--- src/rtl/uart_tx_sequencer.sv ---
// UART transmit sequencer: one-byte holding register feeding a start/data/parity/stop
// serialiser timed by a 16x oversample enable, with a divisor-update-safe indication.
module uart_tx_sequencer #(
   parameter int OSR    = 16,
   parameter int DATA_W = 8
) (
   input  logic              uart_ref_clk,
   input  logic              rst_n,
   input  logic              baud_tick_16,
   input  logic [DATA_W-1:0] tx_data,
   input  logic              tx_valid,
   output logic              tx_ready,
   input  logic [1:0]        cfg_data_len,
   input  logic              cfg_parity_en,
   input  logic              cfg_parity_odd,
   input  logic              cfg_stop2,
   output logic              txd,
   output logic              tx_busy,
   output logic              frame_done,
   output logic              cd_update_ok
);

   localparam int TW = $clog2(OSR);
   localparam logic [TW-1:0] TICK_LAST = TW'(OSR - 1);

   typedef enum logic [2:0] {
      S_IDLE   = 3'd0,
      S_START  = 3'd1,
      S_DATA   = 3'd2,
      S_PARITY = 3'd3,
      S_STOP   = 3'd4
   } state_t;

   // Parity over the 5+len bits actually sent; seeded with 1 for odd parity.
   function automatic logic parity_of(input logic [DATA_W-1:0] d, input logic [1:0] len,
                                      input logic odd);
      logic p;
      p = odd;
      for (int i = 0; i < DATA_W; i++) begin
         p = p ^ (d[i] & ((i < 5 + int'(len)) ? 1'b1 : 1'b0));
      end
      return p;
   endfunction

   state_t            state_q, state_d;
   logic [TW-1:0]     tick_cnt_q, tick_cnt_d;
   logic [2:0]        bit_cnt_q, bit_cnt_d;
   logic              stop_cnt_q, stop_cnt_d;
   logic [DATA_W-1:0] shift_q, shift_d;
   logic [DATA_W-1:0] hold_q, hold_d;
   logic              hold_full_q, hold_full_d;
   logic [1:0]        len_q, len_d;
   logic              par_en_q, par_en_d;
   logic              par_bit_q, par_bit_d;
   logic              stop2_q, stop2_d;
   logic              txd_q, txd_d;
   logic              busy_q, busy_d;
   logic              frame_done_q, frame_done_d;
   logic              cd_ok_q, cd_ok_d;
   logic              bit_end_s;
   logic              load_s;

   assign bit_end_s = baud_tick_16 && (tick_cnt_q == TICK_LAST);

   // Next-state logic for the frame FSM, holding register and registered outputs.
   always_comb begin
      state_d      = state_q;
      tick_cnt_d   = tick_cnt_q;
      bit_cnt_d    = bit_cnt_q;
      stop_cnt_d   = stop_cnt_q;
      shift_d      = shift_q;
      hold_d       = hold_q;
      hold_full_d  = hold_full_q;
      len_d        = len_q;
      par_en_d     = par_en_q;
      par_bit_d    = par_bit_q;
      stop2_d      = stop2_q;
      frame_done_d = 1'b0;
      load_s       = 1'b0;

      if (tx_valid && !hold_full_q) begin
         hold_d      = tx_data;
         hold_full_d = 1'b1;
      end else begin
         hold_d      = hold_q;
      end

      if (state_q != S_IDLE && baud_tick_16) begin
         tick_cnt_d = tick_cnt_q + TW'(1);
      end else begin
         tick_cnt_d = tick_cnt_q;
      end

      case (state_q)
         S_IDLE: begin
            load_s = hold_full_q;
         end
         S_START: begin
            if (bit_end_s) begin
               state_d    = S_DATA;
               tick_cnt_d = '0;
               bit_cnt_d  = 3'd0;
            end else begin
               state_d    = S_START;
            end
         end
         S_DATA: begin
            if (bit_end_s) begin
               tick_cnt_d = '0;
               shift_d    = shift_q >> 1;
               if (bit_cnt_q == (3'd4 + {1'b0, len_q})) begin
                  stop_cnt_d = 1'b0;
                  state_d    = par_en_q ? S_PARITY : S_STOP;
               end else begin
                  bit_cnt_d  = bit_cnt_q + 3'd1;
               end
            end else begin
               state_d = S_DATA;
            end
         end
         S_PARITY: begin
            if (bit_end_s) begin
               state_d    = S_STOP;
               tick_cnt_d = '0;
               stop_cnt_d = 1'b0;
            end else begin
               state_d    = S_PARITY;
            end
         end
         S_STOP: begin
            if (bit_end_s && stop2_q && !stop_cnt_q) begin
               stop_cnt_d = 1'b1;
               tick_cnt_d = '0;
            end else if (bit_end_s) begin
               frame_done_d = 1'b1;
               tick_cnt_d   = '0;
               state_d      = S_IDLE;
               load_s       = hold_full_q;
            end else begin
               state_d      = S_STOP;
            end
         end
         default: begin
            state_d    = S_IDLE;
            tick_cnt_d = '0;
         end
      endcase

      // Loading latches the frame format so later cfg changes only affect the next frame.
      if (load_s) begin
         state_d     = S_START;
         tick_cnt_d  = '0;
         shift_d     = hold_q;
         hold_full_d = 1'b0;
         len_d       = cfg_data_len;
         par_en_d    = cfg_parity_en;
         par_bit_d   = parity_of(hold_q, cfg_data_len, cfg_parity_odd);
         stop2_d     = cfg_stop2;
      end else begin
         len_d       = len_q;
      end

      case (state_q)
         S_IDLE:   txd_d = 1'b1;
         S_START:  txd_d = 1'b0;
         S_DATA:   txd_d = shift_q[0];
         S_PARITY: txd_d = par_bit_q;
         S_STOP:   txd_d = 1'b1;
         default:  txd_d = 1'b1;
      endcase

      busy_d  = (state_q != S_IDLE);
      cd_ok_d = (state_q == S_IDLE) && !hold_full_q;
   end

   // State and output registers.
   always_ff @(posedge uart_ref_clk or negedge rst_n) begin
      if (!rst_n) begin
         state_q      <= S_IDLE;
         tick_cnt_q   <= '0;
         bit_cnt_q    <= 3'd0;
         stop_cnt_q   <= 1'b0;
         shift_q      <= '0;
         hold_q       <= '0;
         hold_full_q  <= 1'b0;
         len_q        <= 2'd0;
         par_en_q     <= 1'b0;
         par_bit_q    <= 1'b0;
         stop2_q      <= 1'b0;
         txd_q        <= 1'b1;
         busy_q       <= 1'b0;
         frame_done_q <= 1'b0;
         cd_ok_q      <= 1'b1;
      end else begin
         state_q      <= state_d;
         tick_cnt_q   <= tick_cnt_d;
         bit_cnt_q    <= bit_cnt_d;
         stop_cnt_q   <= stop_cnt_d;
         shift_q      <= shift_d;
         hold_q       <= hold_d;
         hold_full_q  <= hold_full_d;
         len_q        <= len_d;
         par_en_q     <= par_en_d;
         par_bit_q    <= par_bit_d;
         stop2_q      <= stop2_d;
         txd_q        <= txd_d;
         busy_q       <= busy_d;
         frame_done_q <= frame_done_d;
         cd_ok_q      <= cd_ok_d;
      end
   end

   assign tx_ready     = ~hold_full_q;
   assign txd          = txd_q;
   assign tx_busy      = busy_q;
   assign frame_done   = frame_done_q;
   assign cd_update_ok = cd_ok_q;

endmodule

--- config.mk ---
export PLATFORM = sky130hd
export DESIGN_NAME = uart_tx_sequencer
export DESIGN_NICKNAME = d
export VERILOG_FILES = /design/src/rtl/uart_tx_sequencer.sv
export SDC_FILE = /design/constraint.sdc
export NUM_CORES = 1
export LEC_CHECK = 0
export BUFFER_PORTS_ARGS = -buffer_cell sky130_fd_sc_hd__buf_2
export CAP_MARGIN = 0
export CORE_UTILIZATION = 25
export CTS_BUF_LIST = sky130_fd_sc_hd__clkbuf_2 sky130_fd_sc_hd__clkbuf_4 sky130_fd_sc_hd__clkbuf_8
export CTS_CLUSTER_DIAMETER = 40
export CTS_CLUSTER_SIZE = 30
export DETAILED_ROUTE_END_ITERATION = 10
export GPL_ROUTABILITY_DRIVEN = 0
export GPL_TIMING_DRIVEN = 1
export MAX_ROUTING_LAYER = met4
export PLACE_DENSITY_LB_ADDON = 0.1
export SLEW_MARGIN = 25
export SYNTH_ARGS = -nofsm -noshare
export SYNTH_HDL_FRONTEND = slang
export SYNTH_SLANG_ARGS = --single-unit
--- constraint.sdc ---
create_clock -name uart_ref_clk -period 3.2 [get_ports uart_ref_clk]
set_clock_uncertainty 0.2 [all_clocks]
set_input_delay 0.16 -clock uart_ref_clk [delete_from_list [all_inputs] [get_ports uart_ref_clk]]
set_output_delay 0.16 -clock uart_ref_clk [all_outputs]
set_load 0.01 [all_outputs]
==> results.cfg, run 1 <==
[power]
design_power_total_uw = 1876
swShare_pct = 33.14
combPwrFrac_pct = 33.2
p_int_uw = 1254
netSwitchingPower_uw = 621.6
power_density_mw_per_mm2 = 831.4
irDropWorstVdd_uv = 313.6
clkPwrFrac_pct = 22.7
static-leakage-power_uw = 0.001047
p_seq_share_pct = 44.2

[grt]
grt_pass1_wl_um = 6113
grt_pass1_vias = 1273
grt_start_max_net_pins = 38
grt.total_usage_pct = 11.26
antenna_found_initial = 0
grt-ovfl-total = 0

[logic_synthesis]
yosysTopAreaCell = dfrtp_1
yosys_warnings = 0
synth-simple-area-share_pct = 13.76
avgSynthCellArea_um2 = 10.65
synth_cells = 169
yosysTopAreaCellShare_pct = 48.64
synthFlopType = dfrtp_1
yosysSeqAreaShare_pct = 51.56
synth_compound_area_share_pct = 12.02
synth.most_common_cell = dfrtp_1
synth_edf_count = 0
async_flop_share_pct = 100.0
muxShareOfSynthArea_pct = 11.33
synthesis.area_mm2 = 0.001800
synth_cell_types = 39
synthTopCellsByArea = dfrtp_1, xnor2_1, mux2i_1, mux2_2, nor2_1
synth.net_count = 188
synth_top_family_by_area = simple AND/OR/NAND/NOR gates
synth_fa_ha_area_share_pct = 1.390
synth_common_cells = dfrtp_1, nor2_1, a21oi_1, nand2_1, xnor2_1
yosys.area_share.xor_xnor_pct = 5.837
ys_ff_latch = 37

[critical_path]
cp-start-kind = flip-flop
r2r_slack_ps = 1040
crit_required_ps = 3220
crit_type = reg2reg
arrival_ps = 2180
endpoint_kind = flip-flop
crit_path_max_fanout = 14

[timing]
setup_violations = 0
worst_pin_slew_ps = 861.6
whs_ps = 303.7
slew_headroom_pct = 42.56
post-route-period-util_pct = 67.45
max_freq_mhz = 463.3
slew_viol_final = 0
finalHoldViolCount = 0
min_period_ps = 2158
rsz0062_at_grt = false
fin_tns_setup_ps = 0

[cts]
clkSlewWorstSetupHoldPaths_ps = 80
h-tree-depth = 2
cts_tree = yes
clock-sinks = 37
cts_root_buf = clkbuf_8
insertion_delay_ps = 290
cts_buffers = 5
cts_setup_buffers = 0
clockBufferDepth = 2

[floorplan]
die_x_um = 86.87
die_y_um = 86.87
fp.coreArea_mm2 = 0.006869
ioPinCount = 22
start_util_pct = 26.21
rows = 30
design.die.area_mm2 = 0.007546

[placement]
dp_hpwl_um = 2573
dpl.cell_count = 279
numPortBuffers = 21

[route]
drcViolationCount = 0
wl_per_cell_um = 11.94
dr.pass1.iters = 4
vias_per_cell = 4.305
drt_wl_total_um = 3605
drt_iter0_drc = 58
via_count = 1300
antenna_left = 0

[outcome]
status = complete, no violations

[cells_and_area]
final_nets = 224
area_growth_pct = 25.30
drive_gt1_share_pct = 24.76
antenna_cells = 0
finalNonFillerCells = 302

[job]
max_cap_violations = 0

[worst_hold_path]
hold_path.class = reg2reg
## power groups by stage
| stage | registers (uW) | logic [uW] | clock network (uW) |
|---|---|---|---|
| 6_report | 828 | 622 | 425 |
| 5_1_grt | 862 | 707 | 466 |
| 4_1_cts | 831 | 636 | 445 |
| 3_5_place_dp | 839 | 623 | 0 |
| 3_3_place_gp | 836 | 602 | 0 |
| 2_1_floorplan | 779 | 531 | 0 |
## layout by cell type, fill, tap and decap left out, types with 2 or more instances in the layout
cell and count:
clkbuf_8 6, a21oi_1 13, nand3_1 6, dfstp_2 2
o21a_1 2, nor2b_1 2, dlygate4sd3_1 15, ha_1 2
a22o_2 2, mux2_4 3, mux2_2 7, xor2_1 2
dfrtp_1 35, buf_2 21, nand2_1 13, mux2i_1 8
o21ai_1 4, xnor2_1 10, inv_1 7, o21ai_2 2
o21ai_0 6, nor2_1 18
## sequential cells by signal, indices dropped and copies added, names as in the netlist, 2 cells and up
register    flops
shift_q         8
bit_cnt_q       3
len_q           2
tick_cnt_q      4
hold_q          8
state_q         3
## area by class of cell
type,instances,area [um2]
clock buffers,6,82.58
clock inverters,2,37.54
fillers,715,4613
inverters,7,26.28
multi-input cells,117,798.3
flip-flops and latches,37,928.4
well taps,96,120.1
repair buffers,37,262.8
## per-layer routing
layer / share of wire, % / global-route usage, %
met4: 1.7 / 4.545
met5: 0 / -
met1: 49 / 14.04
met3: 2.7 / 3.128
met2: 47 / 17.25
## stage by stage
stage	setup slack, ps	cell area [um2]	utilization, %
2_1_floorplan	1389	1800	-
3_3_place_gp	1131	1986	28.91
3_5_place_dp	1047	1986	28.91
4_1_cts	1023	2256	32.84
5_1_grt	860.9	2256	32.84
6_report	1042	2256	32.84
## path summary, 6_finish.rpt
path                                               from                  endpoint  cells after the start
min in group asynchronous                         rst_n  bit_cnt_q[2]$_DFFE_PN0P_                      2
max in group asynchronous                         rst_n  bit_cnt_q[0]$_DFFE_PN0P_                      2
worst max register to register  tick_cnt_q[0]$_DFF_PN0_    shift_q[5]$_DFFE_PN0P_                      7
worst min-delay path            hold_full_q$_DFFE_PN0P_    cd_update_ok$_DFF_PN1_                      1
worst max-delay path            tick_cnt_q[0]$_DFF_PN0_    shift_q[5]$_DFFE_PN0P_                      7
worst min register to register  hold_full_q$_DFFE_PN0P_    cd_update_ok$_DFF_PN1_                      1
## critical path, stage by stage, from the launching register on
cell     delay [ps]
dfrtp_1         410
ha_1            230
and4_4          230
o21ai_2          80
a21o_1          500
buf_4           280
nor2_1           50
a21oi_1         120
## cell families (layout without fill, tap and decap cells)
logic type               after synthesis  after routing
multiplexers                          18             18
AND/OR/NAND/NOR                       50             50
flip-flops                            37             37
XOR/XNOR                              12             12
AO/OA/AOI/OAI                         35             35
adder cells (fa/ha/maj)                2              2
buffers and inverters                 15             52
## repair_timing
item / 4_1_cts / 5_1_grt
endpoints found under the hold margin: 49 / 0
resized for setup: 0 / 0
hold buffers: 15 / 0
(Power assumes the default switching activity.)
==> inputs of run 2 (changes only) <==
--- a/config.mk
+++ b/config.mk
@@ -5,6 +5,7 @@
 export SDC_FILE = /design/constraint.sdc
 export NUM_CORES = 1
 export LEC_CHECK = 0
+export ABC_AREA = 1
 export BUFFER_PORTS_ARGS = -buffer_cell sky130_fd_sc_hd__buf_2
 export CAP_MARGIN = 0
 export CORE_UTILIZATION = 25
==> constraint.sdc (replaced) <==
create_clock -name uart_ref_clk -period 1.77 [get_ports uart_ref_clk]
set_clock_uncertainty 0.2 [all_clocks]
set_input_delay 0.0885 -clock uart_ref_clk [delete_from_list [all_inputs] [get_ports uart_ref_clk]]
set_output_delay 0.0885 -clock uart_ref_clk [all_outputs]
set_load 0.01 [all_outputs]
==> run 2 against run 1 <==
Effect of this change:
- clock-buffer cell count unchanged
- design area increased by 16%
- via count increased by 31%
- combinational power increased by 96%
- worst hold slack got worse by 300 ps
- synthesized area increased by 6.5%
- register-to-register slack got worse by 950 ps
- final cell count increased by 34%
- die area increased by 6.4%
- largest power group unchanged
==> results.cfg, run 2 <==
[power]
design_power_total_uw = 3317
combPwrFrac_pct = 36.7
power_density_mw_per_mm2 = 1264
swShare_pct = 35.05
netSwitchingPower_uw = 1163
p_seq_share_pct = 39.8
p_int_uw = 2154
static-leakage-power_uw = 0.001266
clkPwrFrac_pct = 23.5
irDropWorstVdd_uv = 489.9

[logic_synthesis]
synthTopCellsByArea = dfrtp_1, nand2_1, inv_1, nand3_1, nor2_1
synth_cell_types = 26
synth.most_common_cell = nand2_1
yosysSeqAreaShare_pct = 48.40
ys_ff_latch = 37
synthesis.area_mm2 = 0.001918
synthFlopType = dfrtp_1
yosys_warnings = 0
synth_fa_ha_area_share_pct = 1.305
synth_compound_area_share_pct = 10.18
synth_top_family_by_area = simple AND/OR/NAND/NOR gates
synth_common_cells = nand2_1, dfrtp_1, inv_1, nand3_1, nor2_1
synth_cells = 242
synth-simple-area-share_pct = 28.11
async_flop_share_pct = 100.0
muxShareOfSynthArea_pct = 1.174
synth.net_count = 261
yosysTopAreaCell = dfrtp_1
yosysTopAreaCellShare_pct = 45.66
yosys.area_share.xor_xnor_pct = 1.826
avgSynthCellArea_um2 = 7.926
synth_edf_count = 0

[route]
vias_per_cell = 4.205
drt_wl_total_um = 4516
via_count = 1699
dr.pass1.iters = 4
wl_per_cell_um = 11.18
drt_iter0_drc = 35
antenna_left = 0
drcViolationCount = 0

[outcome]
status = complete, no violations

[cells_and_area]
nFillCells = 771
area_growth_pct = 36.79
reg.largest.list = hold_q x8, shift_q x8, tick_cnt_q x4
layout_commonest_cell = nand2_1
antenna_cells = 0
drive_gt1_share_pct = 27.21
final_core_util_pct = 35.79
final_nets = 323
final_cell_mix = nand2_1, dfrtp_1, inv_1, nand3_1, buf_2

[floorplan]
design.die.area_mm2 = 0.008026
start_util_pct = 26.16
die_y_um = 89.59
die_x_um = 89.59
ioPinCount = 22
fp.coreArea_mm2 = 0.007331
rows = 31

[timing]
setup_violations = 0
finalHoldViolCount = 0
fin_tns_setup_ps = 0
post-route-period-util_pct = 95.05
rsz0062_at_grt = true
slew_headroom_pct = 68.66
min_period_ps = 1682
worst_pin_slew_ps = 470.1
slew_viol_final = 0
max_freq_mhz = 594.4

[critical_path]
crit_path_max_fanout = 13
arrival_ps = 1670
cp-start-kind = flip-flop
endpoint_kind = flip-flop
crit_required_ps = 1760
crit_type = reg2reg

[cts]
clockBufferDepth = 2
h-tree-depth = 2
insertion_delay_ps = 290
clkSlewWorstSetupHoldPaths_ps = 80
cts_tree = yes
clock-sinks = 37
cts_buffers = 5
cts_root_buf = clkbuf_8

[grt]
grt-ovfl-total = 0
grt_pass1_vias = 1653
antenna_found_initial = 0
grt.total_usage_pct = 13.67
grt_start_max_net_pins = 21
grt_pass1_wl_um = 7845

[job]
max_cap_violations = 0

[placement]
dp_hpwl_um = 3389
numPortBuffers = 21

[worst_hold_path]
hold_path.class = in2reg
==> run 2: per-layer routing <==
| layer | share of wire, % | global-route usage [%] | wire length (um) | vias to the layer above |
|---|---|---|---|---|
| met4 | 2.5 | 5.916 | 112 | 0 |
| met2 | 46 | 21.56 | 2083 | 29 |
| met5 | 0 | - | 0 | - |
| li1 | - | - | - | 893 |
| met1 | 49 | 17.04 | 2199 | 766 |
| met3 | 2.7 | 2.742 | 121 | 11 |
==> run 2: cell type report <==
type / count / area, um2 / share of cell area, %
tap: 99 / 123.9 / 4.721
clock inverter: 2 / 37.54 / 1.431
multi-input combinational: 167 / 859.6 / 32.76
timing repair buffer: 59 / 456.7 / 17.41
sequential: 37 / 928.4 / 35.38
clock buffer: 6 / 82.58 / 3.147
inverter: 34 / 135.1 / 5.150
==> run 2: worst paths after layout <==
check | slack, ps | endpoint | cells past startpoint | startpoint
max | 90 | shift_q[2]$_DFFE_PN0P_ | 9 | tick_cnt_q[1]$_DFF_PN0_
min | 5 | hold_q[5]$_DFFE_PN0P_ | 3 | tx_valid
max reg2reg | 90 | shift_q[2]$_DFFE_PN0P_ | 9 | tick_cnt_q[1]$_DFF_PN0_
min reg2reg | 280 | shift_q[7]$_DFFE_PN0P_ | 2 | shift_q[7]$_DFFE_PN0P_
max in group asynchronous | 750 | cd_update_ok$_DFF_PN1_ | 3 | rst_n
min in group asynchronous | 70 | tx_busy$_DFF_PN0_ | 2 | rst_n
==> run 2: power by group through the flow <==
stage	Sequential, uW	Combinational [uW]	Clock (uW)
6_report	1320	1220	779
5_1_grt	1370	1400	836
4_1_cts	1320	1120	809
3_5_place_dp	1330	1090	0
3_3_place_gp	1340	1100	0
2_1_floorplan	1300	697	0
==> run 2: cell families (layout without fill, tap and decap cells) <==
logic type      after synthesis  count (layout)
compound gates               37              37
xor+xnor                      4               4
fa+ha+maj                     2               2
buf+inv                      39             101
flops                        37              37
mux                           2               2
simple gates                121             122
==> run 2: through the flow <==
| step | setup slack [ps] | instances | instance area, um2 | hold WS (ps) |
|---|---|---|---|---|
| after CTS | 5.590 | 401 | 2539 | 10.89 |
| after global routing | -21.51 | 404 | 2624 | 48.35 |
| final | 87.58 | 404 | 2624 | 5.024 |
| after detailed placement | -20.94 | 378 | 2272 | -128.2 |
| after floorplan | 145.0 | 242 | 1918 | -407.1 |
| after global placement | -16.22 | 378 | 2272 | -128.2 |
==> run 2: critical path, cell delays in order, from the launching register on <==
cell	delay, ps
dfrtp_1	360
ha_2	180
nand2_2	60
nor2_4	140
buf_6	140
inv_6	60
o21ai_0	200
nand3_1	110
o21ai_1	80
inv_1	40
==> run 2: repair_timing <==
item,in CTS,in global routing
hold buffers,14,0
cloned,1,0
buffers inserted,0,3
gates resized for setup,0,20
pin swaps,1,6
endpoints found under the setup margin,7,20
endpoints found under the hold margin,50,0
